<file path="src/rtl/fpu_ss_offload_buffer.sv">
// Offload-request front end of the FPU subsystem: answers core offload requests from the
// predecoder response and queues accepted instructions in a small FIFO for the decoder.
module fpu_ss_offload_buffer #(
  parameter int unsigned DEPTH = 4,
  parameter int unsigned XLEN  = 32,
  parameter int unsigned ID_W  = 4
) (
  input  logic                       clk_i,
  input  logic                       rst_i,
  input  logic                       flush_i,

  input  logic                       in_valid_i,
  output logic                       in_ready_o,
  input  logic [31:0]                in_instr_i,
  input  logic [XLEN-1:0]            in_rs1_i,
  input  logic [ID_W-1:0]            in_id_i,
  output logic                       in_accept_o,
  output logic                       in_writeback_o,

  output logic [31:0]                prd_instr_o,
  input  logic                       prd_accept_i,
  input  logic                       prd_writeback_i,
  input  logic                       prd_is_mem_op_i,
  input  logic [2:0]                 prd_use_rs_i,

  output logic                       out_valid_o,
  input  logic                       out_ready_i,
  output logic [31:0]                out_instr_o,
  output logic [XLEN-1:0]            out_rs1_o,
  output logic [ID_W-1:0]            out_id_o,
  output logic                       out_writeback_o,
  output logic                       out_is_mem_op_o,
  output logic [$clog2(DEPTH):0]     count_o
);

  localparam int unsigned AW = $clog2(DEPTH);
  localparam int unsigned CW = AW + 1;

  logic [AW-1:0]   wr_ptr;
  logic [AW-1:0]   rd_ptr;
  logic [CW-1:0]   count;

  logic [31:0]     instr_q [DEPTH];
  logic [XLEN-1:0] rs1_q   [DEPTH];
  logic [ID_W-1:0] id_q    [DEPTH];
  logic            wb_q    [DEPTH];
  logic            mem_q   [DEPTH];

  logic            full;
  logic            empty;
  logic            push;
  logic            pop;

  assign full  = (count == CW'(DEPTH));
  assign empty = (count == '0);

  // Ready looks only at registered occupancy, so a full buffer stalls even while it pops.
  assign in_ready_o = !rst_i && !full;

  assign in_accept_o    = in_valid_i && prd_accept_i;
  assign in_writeback_o = in_valid_i && prd_accept_i && prd_writeback_i;
  assign prd_instr_o    = in_instr_i;

  assign push = in_valid_i && in_ready_o && prd_accept_i && !flush_i;
  assign pop  = !empty && out_ready_i && !flush_i;

  always_ff @(posedge clk_i) begin
    if (rst_i || flush_i) begin
      wr_ptr <= '0;
      rd_ptr <= '0;
      count  <= '0;
    end else begin
      if (push) wr_ptr <= wr_ptr + AW'(1);
      if (pop)  rd_ptr <= rd_ptr + AW'(1);
      unique case ({push, pop})
        2'b10:   count <= count + CW'(1);
        2'b01:   count <= count - CW'(1);
        default: count <= count;
      endcase
    end
  end

  // Payload storage needs no reset; it is only observed while the entry is occupied.
  always_ff @(posedge clk_i) begin
    if (push) begin
      instr_q[wr_ptr] <= in_instr_i;
      rs1_q[wr_ptr]   <= prd_use_rs_i[0] ? in_rs1_i : '0;
      id_q[wr_ptr]    <= in_id_i;
      wb_q[wr_ptr]    <= prd_writeback_i;
      mem_q[wr_ptr]   <= prd_is_mem_op_i;
    end
  end

  assign out_valid_o     = !empty;
  assign out_instr_o     = instr_q[rd_ptr];
  assign out_rs1_o       = rs1_q[rd_ptr];
  assign out_id_o        = id_q[rd_ptr];
  assign out_writeback_o = wb_q[rd_ptr];
  assign out_is_mem_op_o = mem_q[rd_ptr];
  assign count_o         = count;

endmodule

</file>
<file path="config.mk">
export PLATFORM = sky130hd
export DESIGN_NAME = fpu_ss_offload_buffer
export DESIGN_NICKNAME = d
export VERILOG_FILES = /design/src/rtl/fpu_ss_offload_buffer.sv
export SDC_FILE = /design/constraint.sdc
export NUM_CORES = 1
export LEC_CHECK = 0
export CAP_MARGIN = 20
export CORE_MARGIN = 2
export CORE_UTILIZATION = 57
export CTS_CLUSTER_DIAMETER = 50
export DETAILED_ROUTE_END_ITERATION = 7
export GPL_TIMING_DRIVEN = 0
export PLACE_DENSITY = 0.89
export RECOVER_POWER = 25
export SLEW_MARGIN = 20
export SYNTH_ARGS = -nofsm -noshare
export SYNTH_HDL_FRONTEND = slang
export SYNTH_SLANG_ARGS = --single-unit
</file>
<file path="constraint.sdc">
create_clock -name clk_i -period 8.1 [get_ports clk_i]
set_input_delay 1.215 -clock clk_i [delete_from_list [all_inputs] [get_ports clk_i]]
set_output_delay 1.215 -clock clk_i [all_outputs]
set_load 0.1 [all_outputs]
</file>
After elaboration in Yosys (flattened, before gate mapping)
Memory sizes are Yosys's and may differ from the RTL's. A register that Yosys moved wholly into a read port is not among the register bits.
Index checks and enable logic that the tools add are counted.
{ "op_classes": {"reduce_logical": 15, "n_eq_ne": 3, "addsub": 4, "muxes": 14} }
{ "op_table": {"columns": ["op", "n"], "rows": [
  ["32-bit 2-to-1 mux", 1],
  ["2-bit 2-to-1 mux", 10],
  ["1-bit logical AND", 8],
  ["3-bit one-hot mux with 2 select lines", 1],
  ["2-bit by 1-bit adder with 2-bit output (second input constant)", 2],
  ["1-bit zero test", 4],
  ["3-bit by 1-bit adder with 3-bit output (second input constant)", 1],
  ["3-bit equality test (second input constant)", 1],
  ["3-bit zero test", 1],
  ["3-bit by 1-bit subtractor with 3-bit output (second input constant)", 1],
  ["2-bit by 1-bit equality test with 1-bit output (second input constant)", 1],
  ["2-bit equality test (second input constant)", 1],
  ["1-bit 2-to-1 mux", 2],
  ["2-bit nonzero test", 1],
  ["1-bit logical OR", 1]
]} }
{ "word_totals": {"reg_bits": 7, "mem_count": 5, "output_inout_bits": 109, "input_bits": 79, "ram_bits": 280, "word_cells": 44} }
{ "memory_table": {"columns": ["name", "depth", "word_bits", "read_ports", "rd_clocked_by_memory_dff", "write_ports", "line_no", "rtl"], "rows": [
  ["instr_q", 4, 32, 1, 1, 1, "43", "logic [31:0] instr_q [DEPTH];"],
  ["rs1_q", 4, 32, 1, 1, 1, "44", "logic [XLEN-1:0] rs1_q [DEPTH];"],
  ["id_q", 4, 4, 1, 1, 1, "45", "logic [ID_W-1:0] id_q [DEPTH];"],
  ["mem_q", 4, 1, 1, 1, 1, "47", "logic mem_q [DEPTH];"],
  ["wb_q", 4, 1, 1, 1, 1, "46", "logic wb_q [DEPTH];"]
]} }

Depth between registers and ports, before layout
Gate-level depths: netlist of the first run.
{ "depth": {"word_depth": 8, "ltp_mapped": 9, "mapped_depth_nobuf": 9} }

Worst setup path after synthesis of the first run
Ideal clock, no wire load.
{ "synth_path": {"path_type": "input to output", "from": "input rst_i", "to": "output in_ready_o", "path_stages": 1, "required_time_ns": 6.885, "t_arrival_ns": 2.468, "n_path_buf": 0, "setup_slack_ns": 4.417, "path_cell_list": "nor2_1"} }
{ "synth_via": {"elab_chain_len": 2} }
{ "synth_rtl": {"columns": ["element", "line_no", "rtl"], "rows": [
  ["start, declared", "9", "input logic rst_i,"],
  ["1-bit zero test", "58", "assign in_ready_o = !rst_i && !full;"],
  ["1-bit logical AND", "58", null],
  ["end, declared", "13", "output logic in_ready_o,"]
]} }
Every way passes these cells.

Worst setup path after layout of the first run
{ "layout_path": {"from": "input prd_writeback_i", "to": "output in_writeback_o"} }
{ "layout_via": {"elab_chain_len": 1} }
{ "layout_rtl": {"columns": ["element", "line_no", "rtl"], "rows": [
  ["start, declared", "22", "input logic prd_writeback_i,"],
  ["1-bit logical AND", "61", "assign in_writeback_o = in_valid_i && prd_accept_i && prd_writeback_i;"],
  ["end, declared", "18", "output logic in_writeback_o,"]
]} }
Every way passes these cells.

==> impl_results.rst, run 1 <==
.. list-table::
   :header-rows: 1

   * - Metric
     - Value
   * - Status
     - completed
   * - Areal power density over the cells
     - 227 mW/mm2
   * - Final antenna diode count
     - 0
   * - Category of the most critical setup path
     - input pin to output port
   * - Total half-perimeter wirelength after legalization and detailed placement
     - 13800 um
   * - Adder and majority gate portion of the synthesized area
     - 0.741%
   * - Final setup viols
     - 0
   * - Synth Instances
     - 495
   * - Clock tree skew after final layout
     - 0.0237 ns
   * - Peak supply drop
     - 0.000195 V
   * - Relative slew slack
     - 29.7%
   * - Max-capacitance violation count
     - 0
   * - Violation count after the first detailed-route iteration
     - 278
   * - Die area
     - 0.0207 mm2
   * - DRC errors left
     - 0
   * - Average instance area after synthesis
     - 22.5 um2
   * - Portion of total power attributed to sequential cells
     - 50.1%
   * - Period utilisation layout
     - 54.2%
   * - Final ANT Viol Nets
     - 0
   * - Die extent in y
     - 144 um
   * - Hold bufs inserted after CTS
     - 0
   * - Count of buffers added by post-CTS timing repair for setup
     - 0
   * - Starting Density
     - 57.6%
   * - First-pass iteration count of the detailed router
     - 4
   * - Count of port buffers added during placement
     - 185
   * - Global-route wire length before repair
     - 32300 um
   * - Number of cells in the finished layout apart from fillers
     - 1005
   * - Number of distinct standard cells referenced by the synthesized netlist
     - 27
   * - Endpoint class of the critical path
     - output port
   * - Highest net fanout along the worst path
     - 5
   * - Share of the yosys chip area belonging to registers
     - 77.1%
   * - Xor/xnor cell area share of the yosys netlist
     - 0.157%
   * - Number of cell rows
     - 51
   * - Bufs on Longest Clock Path
     - 3
   * - Highest attainable clock frequency
     - 0.228 GHz
   * - Number of hold-slack violations in the final timing report
     - 0
   * - Overall overflow remaining after global route
     - 0
   * - Synthesis Warnings
     - 0
   * - Portion of netlist area occupied by mux cells
     - 14.1%
   * - Number of levels the H-tree was split into
     - 1
   * - Dominant combinational cell family by area after synthesis
     - multiplexers
   * - Share of async-settable or async-resettable flops after synthesis
     - 0%
   * - WP data required
     - 6.88 ns
   * - Netlist Area Pre-Place
     - 0.0111 mm2
   * - Clock-pin slew reported for the worst setup and hold paths after clock tree synthesis
     - 0.06 ns
   * - Final #Nets
     - 801
   * - Routed length per instance
     - 21.2 um
   * - Horiz. Die Dim
     - 144 um
   * - Setup TNS
     - 0 ns
   * - Most common cell after layout, fill and taps aside
     - edfxtp_1
   * - Layout cell share with drive strength beyond 1
     - 23.8%
   * - Crit path arrival time
     - 3.18 ns
   * - Total routed wirelength
     - 21300 um
   * - Slew of the pin with the lowest slew margin
     - 1.05 ns
   * - Post-synthesis share of cell area spent on and, or, nand and nor gates
     - 3.10%
   * - Final Total Pwr
     - 0.00329 W
   * - Setup repair after global routing missed its margin
     - no
   * - Resized Gates After CTS
     - 0
   * - Global-route usage over all layers
     - 20.8%
   * - Weighted congestion reported at the end of routability-driven placement
     - 0.752
   * - Post-synthesis sequential element count
     - 289
   * - Net count after synthesis
     - 580
   * - Relative contribution of combinational cells to total power
     - 7.3%
   * - Top-level I/O count
     - 188
   * - Clock Power Share
     - 42.6%
   * - Prevailing post-synth register cell
     - edfxtp_1
   * - Total vias in the final route
     - 5508
   * - Internal Dissipation
     - 0.00259 W
   * - Number of CTS-inserted buffers
     - 30
   * - Placed insts
     - 949
   * - Synthesized-area fraction occupied by ao, oa, aoi and oai cells
     - 0.539%
   * - Startpoint type of the worst setup path
     - input pin
   * - Standby leakage power
     - 4.71 nW
   * - Latest clock arrival within the worst-skew pair
     - 0.53 ns
   * - Core region area
     - 0.0193 mm2
   * - TritonCTS clock tree
     - done
   * - Vias in the first global route
     - 5923
   * - Shortest clock period the worst path allows after layout
     - 4.39 ns
   * - Number of max-slew violations in the final report
     - 0
   * - Mean number of vias per cell
     - 5.48
   * - Switching power as a share of total power
     - 21.3%
   * - Largest net degree at the start of global routing
     - 49
   * - Number of fill cells in the layout
     - 1070
   * - Most frequent cells in the layout
     - 280 x edfxtp_1, 145 x clkdlybuf4s50_1, 70 x mux4_2
   * - Path category of the worst min-delay check
     - flip-flop to flip-flop
   * - Area growth from synthesis to layout
     - 30.1%
   * - Number of clock sinks seen by CTS
     - 289
   * - Post-synth EDFFs
     - 280
   * - Initial antenna violation count
     - 0
   * - Switching component of the power
     - 0.000700 W
   * - Clock tree root buffer cell
     - clkbuf_16
==> path summary, 6_finish.rpt <==
check | start | to | slack (ns) | cells past startpoint
worst min-delay path | wr_ptr[0] | wr_ptr[0] | 0.54 | 2
worst max register to register | count_o[2] | count_o[2] | 5.82 | 9
worst min register to register | wr_ptr[0] | wr_ptr[0] | 0.54 | 2
worst max-delay path | prd_writeback_i | in_writeback_o | 3.71 | 3
==> power by group through the flow <==
stage | combinational (W) | sequential, W | clock, W
6_report | 0.000242 | 0.00165 | 0.00140
5_1_grt | 0.000252 | 0.00165 | 0.00149
4_1_cts | 0.000247 | 0.00165 | 0.00143
3_5_place_dp | 0.000246 | 0.00168 | 0
3_3_place_gp | 0.000238 | 0.00168 | 0
2_1_floorplan | 0.000157 | 0.00168 | 0
==> layer usage <==
layer  wire, um  vias up  track usage, %
li1           -     2435               -
met2      11200      204            36.9
met4        435        0            5.37
met5          0        -               0
met1       8340     2842            26.8
met3       1260       27            3.83
==> kinds of logic (layout without fill, tap and decap cells) <==
group / after synthesis / after routing
fa+ha+maj: 6 / 6
mux: 70 / 70
compound gates: 12 / 12
xor+xnor: 2 / 2
buf+inv: 59 / 304
flops: 289 / 289
simple gates: 57 / 57
==> sequential cells by signal, indices dropped and copies added, names as in the netlist, named ones only <==
signal   count
mem_q        4
rs1_q      128
count_o      3
instr_q    128
wb_q         4
id_q        16
wr_ptr       2
rd_ptr       2
==> stage by stage <==
stage / hold slack, ns / util, % / setup slack, ns / instance area [um2]
floorplan: 0.459 / - / 4.42 / 11100
global placement: 0.469 / 68.9 / 2.84 / 13300
detailed placement: 0.531 / 69.6 / 3.78 / 13500
CTS: 0.541 / 75.0 / 3.70 / 14500
global route: 0.563 / 75.0 / 3.66 / 14500
finish: 0.541 / 75.0 / 3.71 / 14500
==> synth_stat cells (3+ instances only) <==
cell type    n  area [um2]
buf_2        7        35.0
buf_4       32         240
buf_12       7         140
inv_1        7        26.3
edfxtp_1   280        8410
dfxtp_1      9         180
clkbuf_1     4        15.0
mux4_2      70        1580
ha_1         5        62.6
or3_1        3        18.8
and2_1      32         200
a21oi_1      7        35.0
o21ai_0      5        25.0
and3_1       5        31.3
nor2_1       7        26.3
==> worst max-delay path, stage by stage <==
cell	delay, ns
dlygate4sd3_1	0.65
and3_1	0.19
clkdlybuf4s50_1	1.12
==> final cells by class <==
cell class                      instances  area (um2)  share of cell area (%)
Sequential cell                       289        8590                    59.3
Tap cell                              265         332                    2.29
Clock inverter                         18         225                    1.55
Multi-Input combinational cell        147        2100                    14.5
Buffer                                 52         445                    3.07
Inverter                                7        26.3                   0.181
Timing Repair Buffer                  189        1960                    13.5
Clock buffer                           38         812                    5.60
(Power assumes the default switching activity.)
==> run 2, diff against run 1 <==
--- a/config.mk
+++ b/config.mk
@@ -7,11 +7,11 @@
 export LEC_CHECK = 0
 export CAP_MARGIN = 20
 export CORE_MARGIN = 2
-export CORE_UTILIZATION = 57
+export CORE_UTILIZATION = 53
 export CTS_CLUSTER_DIAMETER = 50
 export DETAILED_ROUTE_END_ITERATION = 7
 export GPL_TIMING_DRIVEN = 0
-export PLACE_DENSITY = 0.89
+export PLACE_DENSITY = 0.84
 export RECOVER_POWER = 25
 export SLEW_MARGIN = 20
 export SYNTH_ARGS = -nofsm -noshare
==> constraint.sdc (replaced) <==
create_clock -name clk_i -period 4.3 [get_ports clk_i]
set_input_delay 0.645 -clock clk_i [delete_from_list [all_inputs] [get_ports clk_i]]
set_output_delay 0.645 -clock clk_i [all_outputs]
set_load 0.1 [all_outputs]
==> run 2 against run 1 <==
Register-to-register slack lost 3.9 ns. Combinational power grew 88%. Critical path depth grew 1. Flip-flop and latch count is the same. Cell count grew 0.70%. Clock skew shrank 0.018 ns. Hold slack lost 0.024 ns. Core utilization shrank 5.7 points. Global-route usage shrank 1.6 points. Sequential share of layout area grew 0.29 points. Sequential power grew 88%. First-iteration DRC count grew 16%. Critical endpoint is now out_rs1_o[8].
==> impl_results.rst, run 2 (synthesis gave the netlist of run 1 again) <==
.. list-table::
   :header-rows: 1

   * - Metric
     - Value
   * - Horiz. Die Dim
     - 149 um (was 144 um)
   * - Highest net fanout along the worst path
     - 10 (was 5)
   * - Global-route wire length before repair
     - 32900 um (was 32300 um)
   * - Most common cell after layout, fill and taps aside
     - edfxtp_1 (unchanged)
   * - Total half-perimeter wirelength after legalization and detailed placement
     - 13200 um (was 13800 um)
   * - Mean number of vias per cell
     - 5.45 (was 5.48)
   * - Die area
     - 0.0222 mm2 (was 0.0207 mm2)
   * - Routed length per instance
     - 20.8 um (was 21.2 um)
   * - Die extent in y
     - 149 um (was 144 um)
   * - Overall overflow remaining after global route
     - 0 (unchanged)
   * - Final antenna diode count
     - 0 (unchanged)
   * - Number of CTS-inserted buffers
     - 29 (was 30)
   * - Instance count along the most critical hold path
     - 2 (unchanged)
   * - Path category of the worst min-delay check
     - flip-flop to flip-flop (unchanged)
   * - Clock Power Share
     - 41.9% (was 42.6%)
   * - Total vias in the final route
     - 5514 (was 5508)
   * - Total routed wirelength
     - 21000 um (was 21300 um)
   * - Status
     - completed (unchanged)
   * - Shortest clock period the worst path allows after layout
     - 3.75 ns
   * - DRC errors left
     - 0 (unchanged)
   * - Clock-pin slew reported for the worst setup and hold paths after clock tree synthesis
     - 0.06 ns (about the same)
   * - Period utilisation layout
     - 87.2%
   * - Max-capacitance violation count
     - 0 (unchanged)
   * - Bufs on Longest Clock Path
     - 3 (unchanged)
   * - Startpoint type of the worst setup path
     - flip-flop (was input pin)
   * - Category of the most critical setup path
     - flip-flop to output port (was input pin to output port)
   * - Highest attainable clock frequency
     - 0.267 GHz
   * - Final setup viols
     - 0 (unchanged)
   * - Clock tree root buffer cell
     - clkbuf_16 (unchanged)
   * - Slew of the pin with the lowest slew margin
     - 1.06 ns (was 1.05 ns)
   * - Core occupancy in the finished layout
     - 69.3% (was 75.0%)
   * - Internal Dissipation
     - 0.00482 W (was 0.00259 W)
   * - TritonCTS clock tree
     - done (unchanged)
   * - Top-level I/O count
     - 188 (unchanged)
   * - Peak supply drop
     - 0.000350 V (was 0.000195 V)
   * - Crit path arrival time
     - 3.10 ns (was 3.18 ns)
   * - Largest net degree at the start of global routing
     - 38 (was 49)
   * - Layout cell share with drive strength beyond 1
     - 23.1% (was 23.8%)
   * - Number of levels the H-tree was split into
     - 1 (unchanged)
   * - Latest clock arrival within the worst-skew pair
     - 0.52 ns (was 0.53 ns)
   * - Initial antenna violation count
     - 0 (unchanged)
   * - Hold bufs inserted after CTS
     - 0 (unchanged)
   * - Resized Gates After CTS
     - 0 (unchanged)
   * - Relative slew slack
     - 29.0% (was 29.7%)
   * - Core region area
     - 0.0208 mm2 (was 0.0193 mm2)
   * - Count of port buffers added during placement
     - 185 (unchanged)
   * - Areal power density over the cells
     - 425 mW/mm2 (was 227 mW/mm2)
   * - Number of cells in the finished layout apart from fillers
     - 1012 (was 1005)
   * - Number of hold-slack violations in the final timing report
     - 0 (unchanged)
   * - Switching power as a share of total power
     - 21.3% (about the same)
   * - Standby leakage power
     - 4.66 nW (was 4.71 nW)
   * - First-pass iteration count of the detailed router
     - 6 (was 4)
   * - Relative contribution of combinational cells to total power
     - 7.4% (was 7.3%)
   * - Portion of total power attributed to sequential cells
     - 50.7% (was 50.1%)
   * - Number of cell rows
     - 53 (was 51)
   * - Final ANT Viol Nets
     - 0 (unchanged)
   * - WP data required
     - 3.65 ns (was 6.88 ns)
   * - Global-route usage over all layers
     - 19.2% (was 20.8%)
   * - Switching component of the power
     - 0.00131 W (was 0.000700 W)
   * - Number of max-slew violations in the final report
     - 0 (unchanged)
   * - Smallest hold slack
     - 0.517 ns (was 0.541 ns)
   * - Count of buffers added by post-CTS timing repair for setup
     - 0 (unchanged)
   * - Weighted congestion reported at the end of routability-driven placement
     - 0.745 (was 0.752)
   * - Endpoint class of the critical path
     - output port (unchanged)
   * - Registers with the most flip-flops
     - instr_q: 128 flops, rs1_q: 128 flops, id_q: 16 flops (unchanged)
   * - Final #Nets
     - 800 (was 801)
   * - Violation count after the first detailed-route iteration
     - 322 (was 278)
   * - Number of clock sinks seen by CTS
     - 289 (unchanged)
   * - Most frequent cells in the layout
     - 280 x edfxtp_1, 145 x clkdlybuf4s50_1, 70 x mux4_2 (unchanged)
   * - Path depth of the worst reg2reg path
     - 9 (unchanged)
   * - Clock tree skew after final layout
     - 0.00575 ns (was 0.0237 ns)
   * - Area growth from synthesis to layout
     - 29.4% (was 30.1%)
   * - Placed insts
     - 959 (was 949)
   * - Setup repair after global routing missed its margin
     - no (unchanged)
   * - Starting Density
     - 53.5% (was 57.6%)
   * - Vias in the first global route
     - 6036 (was 5923)
[run 2: cell types whose count changed in the layout (fill, tap and decap cells not counted), sizes merged]
| cell | change |
|---|---|
| clkbuf | +1 |
| clkinv | -5 |
| inv | +1 |
[run 2: worst paths after layout]
check | startpoint | end | slack [ns]
worst max-delay path | flip-flop | out_rs1_o[8] | 0.55
worst min-delay path | rd_ptr[1] | flip-flop | 0.52
worst max register to register | count_o[2] | count_o[2] | 1.93
worst min register to register | rd_ptr[1] | flip-flop | 0.52
[run 2: power by group through the flow]
stage	combinational [W]	sequential [W]	clock (W)
after global routing	0.000474	0.00311	0.00272
final	0.000456	0.00311	0.00256
after floorplan	0.000295	0.00317	0
after global placement	0.000450	0.00317	0
after CTS	0.000466	0.00311	0.00260
after detailed placement	0.000463	0.00317	0
[run 2: worst max-delay path, stage by stage (launching register included)]
cell and delay, ns:
dfxtp_1 0.30, buf_1 0.46, buf_2 0.39, mux4_2 0.28, clkdlybuf4s50_1 1.14
[run 2: per-layer routing]
| layer | global-route usage (%) | vias to the layer above | wire [um] |
|---|---|---|---|
| li1 | - | 2424 | - |
| met1 | 25.6 | 2867 | 8580 |
| met5 | 0 | - | 0 |
| met2 | 33.5 | 183 | 11000 |
| met4 | 4.19 | 0 | 345 |
| met3 | 3.49 | 40 | 1120 |
[run 2: final cells by class]
| type | instances | area, um2 |
|---|---|---|
| inverters | 7 | 26.3 |
| clock buffers | 39 | 783 |
| plain buffers | 52 | 445 |
| fillers | 1279 | 6400 |
| repair buffers | 189 | 1930 |
| well taps | 275 | 344 |
| flip-flops and latches | 289 | 8590 |
| clock inverters | 14 | 200 |
| multi-input cells | 147 | 2100 |
[run 2: through the flow]
stage	power (W)	worst slack (ns)	instance area, um2	setup TNS (ns)
after floorplan	0.00346	0.764	11100	0
after global placement	0.00362	-0.430	13300	-117.59
after detailed placement	0.00363	1.09	13400	0
after CTS	0.00618	0.524	14400	0
after global routing	0.00630	0.471	14400	0
final	0.00613	0.551	14400	0
==> run 3, diff against run 2 <==
--- a/config.mk
+++ b/config.mk
@@ -5,14 +5,16 @@
 export SDC_FILE = /design/constraint.sdc
 export NUM_CORES = 1
 export LEC_CHECK = 0
+export ABC_AREA = 1
 export CAP_MARGIN = 20
 export CORE_MARGIN = 2
-export CORE_UTILIZATION = 53
+export CORE_UTILIZATION = 54
 export CTS_CLUSTER_DIAMETER = 50
 export DETAILED_ROUTE_END_ITERATION = 7
 export GPL_TIMING_DRIVEN = 0
 export PLACE_DENSITY = 0.84
 export RECOVER_POWER = 25
+export SKIP_CTS_REPAIR_TIMING = 1
 export SLEW_MARGIN = 20
 export SYNTH_ARGS = -nofsm -noshare
 export SYNTH_HDL_FRONTEND = slang
==> run 3 against run 2 <==
Hold slack better by 0.020 ns. Flip-flop and latch count unchanged. Clock skew grew 0.017 ns. Combinational power is 4% higher. Register-to-register slack worse by 0.21 ns. Wire length up 26%. Total power shrank 2.6%. Sequential share of layout area is 3.9 points lower. Critical path depth rose by 1. Die area increased by 5.1%. Clock-buffer cell count fell by 8. Largest cell class unchanged.
==> impl_results.rst, run 3 <==
.. list-table::
   :header-rows: 1

   * - Metric
     - Value
   * - Status
     - completed (unchanged)
   * - Post-synth EDFFs
     - 280 (unchanged)
   * - Weighted congestion reported at the end of routability-driven placement
     - 0.748 (was 0.745)
   * - Starting Density
     - 54.9% (was 53.5%)
   * - Core region area
     - 0.0218 mm2 (was 0.0208 mm2)
   * - Most numerous cell in the Yosys netlist
     - edfxtp_1 (unchanged)
   * - Initial antenna violation count
     - 0 (unchanged)
   * - Combined area of the multi-input logic cells
     - 0.00263 mm2 (was 0.00210 mm2)
   * - Total routed wirelength
     - 26400 um (was 21000 um)
   * - Slew of the pin with the lowest slew margin
     - 1.08 ns (was 1.06 ns)
   * - FF+latch area
     - 0.00859 mm2 (unchanged)
   * - Highest net fanout along the worst path
     - 10 (unchanged)
   * - Mean number of vias per cell
     - 5.38 (was 5.45)
   * - Layout cell share with drive strength beyond 1
     - 17.5% (was 23.1%)
   * - Final antenna diode count
     - 0 (unchanged)
   * - Startpoint of the lowest-slack register-to-register path
     - count_o[1] (was count_o[2])
   * - Number of clock sinks seen by CTS
     - 289 (unchanged)
   * - Die extent in y
     - 153 um (was 149 um)
   * - Number of fill cells in the layout
     - 1442 (was 1279)
   * - Yosys top cell by area
     - edfxtp_1 (unchanged)
   * - Final #Nets
     - 1166 (was 800)
   * - Synth Instances
     - 853 (was 495)
   * - Period utilisation layout
     - 96.8% (was 87.2%)
   * - Final setup viols
     - 0 (unchanged)
   * - Registers with the most flip-flops
     - instr_q: 128 flops, rs1_q: 128 flops, id_q: 16 flops (unchanged)
   * - Clock-pin slew reported for the worst setup and hold paths after clock tree synthesis
     - 0.06 ns (about the same)
   * - Uppermost metal layer occupied by signal nets
     - met4 (unchanged)
   * - WL met1
     - 10300 um (was 8580 um)
   * - Smallest hold slack
     - 0.537 ns (was 0.517 ns)
   * - Synthesis Warnings
     - 0 (unchanged)
   * - Metal2 WL
     - 13500 um (was 11000 um)
   * - Setup repair after global routing missed its margin
     - no (unchanged)
   * - Violation count after the first detailed-route iteration
     - 443 (was 322)
   * - Shortest clock period the worst path allows after layout
     - 4.16 ns (was 3.75 ns)
   * - Most common cell after layout, fill and taps aside
     - edfxtp_1 (unchanged)
   * - Category of the most critical setup path
     - flip-flop to output port (unchanged)
   * - Count of port buffers added during placement
     - 185 (unchanged)
   * - Average instance area after synthesis
     - 14.0 um2 (was 22.5 um2)
   * - Hold wc startpoint
     - wr_ptr[1] (was rd_ptr[1])
   * - Number of cell rows
     - 54 (was 53)
   * - Max-capacitance violation count
     - 0 (unchanged)
   * - Clock tree root buffer cell
     - clkbuf_16 (unchanged)
   * - Netlist Area Pre-Place
     - 0.0120 mm2 (was 0.0111 mm2)
   * - Die area
     - 0.0233 mm2 (was 0.0222 mm2)
   * - Peak supply drop
     - 0.000314 V (was 0.000350 V)
   * - Net count after synthesis
     - 938 (was 580)
   * - Setup TNS
     - 0 ns (unchanged)
   * - Bufs on Longest Clock Path
     - 3 (unchanged)
   * - Overall overflow remaining after global route
     - 0 (unchanged)
   * - Placed insts
     - 1331 (was 959)
   * - Area share of the largest cell type after synthesis
     - 70.3% (was 75.5%)
   * - Synth top area cells
     - edfxtp_1 70%, o21ai_0 4.7%, o22ai_2 4.2%, nor2_4 3.8%, nor2_1 3.6% (was edfxtp_1 75%, mux4_2 14%, buf_4 2.2%, and2_1 1.8%, dfxtp_1 1.6%)
   * - Number of distinct standard cells referenced by the synthesized netlist
     - 20 (was 27)
   * - Horiz. Die Dim
     - 153 um (was 149 um)
   * - Path category of the worst min-delay check
     - flip-flop to flip-flop (unchanged)
   * - Number of CTS-inserted buffers
     - 28 (was 29)
   * - Final Total Pwr
     - 0.00597 W (was 0.00613 W)
   * - Internal Dissipation
     - 0.00464 W (was 0.00482 W)
   * - Endpoint class of the critical path
     - output port (unchanged)
   * - First-pass iteration count of the detailed router
     - 5 (was 6)
   * - Total met3 wirelength after detailed routing
     - 1730 um (was 1120 um)
   * - Switching power as a share of total power
     - 22.2% (was 21.3%)
   * - Number of cells in the finished layout apart from fillers
     - 1381 (was 1012)
   * - Largest net degree at the start of global routing
     - 22 (was 38)
   * - Clock Power Share
     - 40.0% (was 41.9%)
   * - Relative contribution of combinational cells to total power
     - 8.0% (was 7.4%)
   * - Clock tree skew after final layout
     - 0.0226 ns (was 0.00575 ns)
   * - Number of max-slew violations in the final report
     - 0 (unchanged)
   * - DRC errors left
     - 0 (unchanged)
   * - Share of async-settable or async-resettable flops after synthesis
     - 0% (unchanged)
   * - Total half-perimeter wirelength after legalization and detailed placement
     - 16800 um (was 13200 um)
   * - Most numerous cell types in the synthesized netlist
     - 280 x edfxtp_1, 115 x nor2_1, 112 x o21ai_0 (was 280 x edfxtp_1, 70 x mux4_2, 32 x and2_1, 32 x buf_4, 9 x dfxtp_1)
   * - Crit path arrival time
     - 3.52 ns (was 3.10 ns)
   * - Total vias in the final route
     - 7435 (was 5514)
   * - WP data required
     - 3.65 ns (about the same)
   * - Standby leakage power
     - 5.48 nW (was 4.66 nW)
   * - Relative slew slack
     - 28.0% (was 29.0%)
   * - Switching component of the power
     - 0.00132 W (was 0.00131 W)
   * - Portion of total power attributed to sequential cells
     - 52.0% (was 50.7%)
   * - Number of levels the H-tree was split into
     - 1 (unchanged)
   * - Final ANT Viol Nets
     - 0 (unchanged)
   * - Vias in the first global route
     - 7605 (was 6036)
   * - Core occupancy in the finished layout
     - 71.0% (was 69.3%)
   * - Global-route usage over all layers
     - 22.3% (was 19.2%)
   * - Number of hold-slack violations in the final timing report
     - 0 (unchanged)
   * - Top-level I/O count
     - 188 (unchanged)
   * - Global-route wire length before repair
     - 40700 um (was 32900 um)
   * - Highest attainable clock frequency
     - 0.240 GHz (was 0.267 GHz)
   * - Latest clock arrival within the worst-skew pair
     - 0.54 ns (was 0.52 ns)
   * - Area growth from synthesis to layout
     - 29.2% (was 29.4%)
   * - Prevailing post-synth register cell
     - edfxtp_1 (unchanged)
   * - Startpoint type of the worst setup path
     - flip-flop (unchanged)
   * - Routed length per instance
     - 19.1 um (was 20.8 um)
   * - Post-synthesis sequential element count
     - 289 (unchanged)
   * - Most frequent cells in the layout
     - 280 x edfxtp_1, 145 x clkdlybuf4s50_1, 112 x o21ai_0 (was 280 x edfxtp_1, 145 x clkdlybuf4s50_1, 70 x mux4_2)
   * - Areal power density over the cells
     - 386 mW/mm2 (was 425 mW/mm2)
   * - Share of the yosys chip area belonging to registers
     - 71.9% (was 77.1%)
   * - TritonCTS clock tree
     - done (unchanged)
## run 3: changes by cell type in the layout (fill, tap and decap cells not counted), moves of 40 or more
cell     previous run  this run
o22ai_2             0        40
nor2_4              0        44
mux4_2             70         0
nand2_1             2        50
nor2_1              7       111
o21ai_0             5       112
inv_1               7        52
## run 3: routing by layer
| layer | vias to the layer above | track usage, % |
|---|---|---|
| li1 | 3504 | - |
| met1 | 3616 | 28.6 |
| met2 | 267 | 38.0 |
| met3 | 48 | 4.38 |
| met4 | 0 | 8.33 |
| met5 | - | 0 |
## run 3: final cells by class
class | instances | share of cell area, %
clock buffers | 31 | 4.75
well taps | 280 | 2.27
inverters | 53 | 1.32
multi-input cells | 432 | 17.0
flip-flops and latches | 289 | 55.6
clock inverters | 19 | 1.08
plain buffers | 79 | 3.65
repair buffers | 198 | 14.3
## run 3: path summary, 6_finish.rpt
path                                 endpoint  slack, ns  cells after the start
worst max-delay path            out_rs1_o[13]       0.14                      5
worst min-delay path                wr_ptr[1]       0.54                      2
worst max register to register     id_q[2][2]       1.72                      7
worst min register to register      wr_ptr[1]       0.54                      2
## run 3: through the flow
stage	setup WS (ns)	instance area, um2
after floorplan	-0.808	12000
after global placement	-3.13	14200
after detailed placement	0.738	14500
after CTS	0.179	15400
after global routing	0.00733	15400
final	0.138	15400
## run 3: worst max-delay path, stage by stage (launching register included)
cell	delay, ns
dfxtp_1	0.47
inv_1	0.42
clkbuf_1	0.46
o21ai_1	0.17
o22ai_1	0.20
clkdlybuf4s50_1	1.25
## run 3: kinds of logic (layout without fill, tap and decap cells)
| kind of cell | Yosys count | after routing | synth area share (%) |
|---|---|---|---|
| buffers and inverters | 132 | 380 | 6.43 |
| AO/OA/AOI/OAI | 217 | 217 | 11.9 |
| AND/OR/NAND/NOR | 209 | 209 | 9.12 |
| adder cells (fa/ha/maj) | 6 | 6 | 0.691 |
| flip-flops | 289 | 289 | 71.9 |
## run 3: power groups by stage
| stage | combinational, W | clock [W] | sequential, W |
|---|---|---|---|
| 6_report | 0.000475 | 0.00239 | 0.00311 |
| 5_1_grt | 0.000497 | 0.00253 | 0.00311 |
| 4_1_cts | 0.000485 | 0.00242 | 0.00311 |
| 3_5_place_dp | 0.000482 | 0 | 0.00317 |
| 3_3_place_gp | 0.000469 | 0 | 0.00317 |
| 2_1_floorplan | 0.000304 | 0 | 0.00317 |
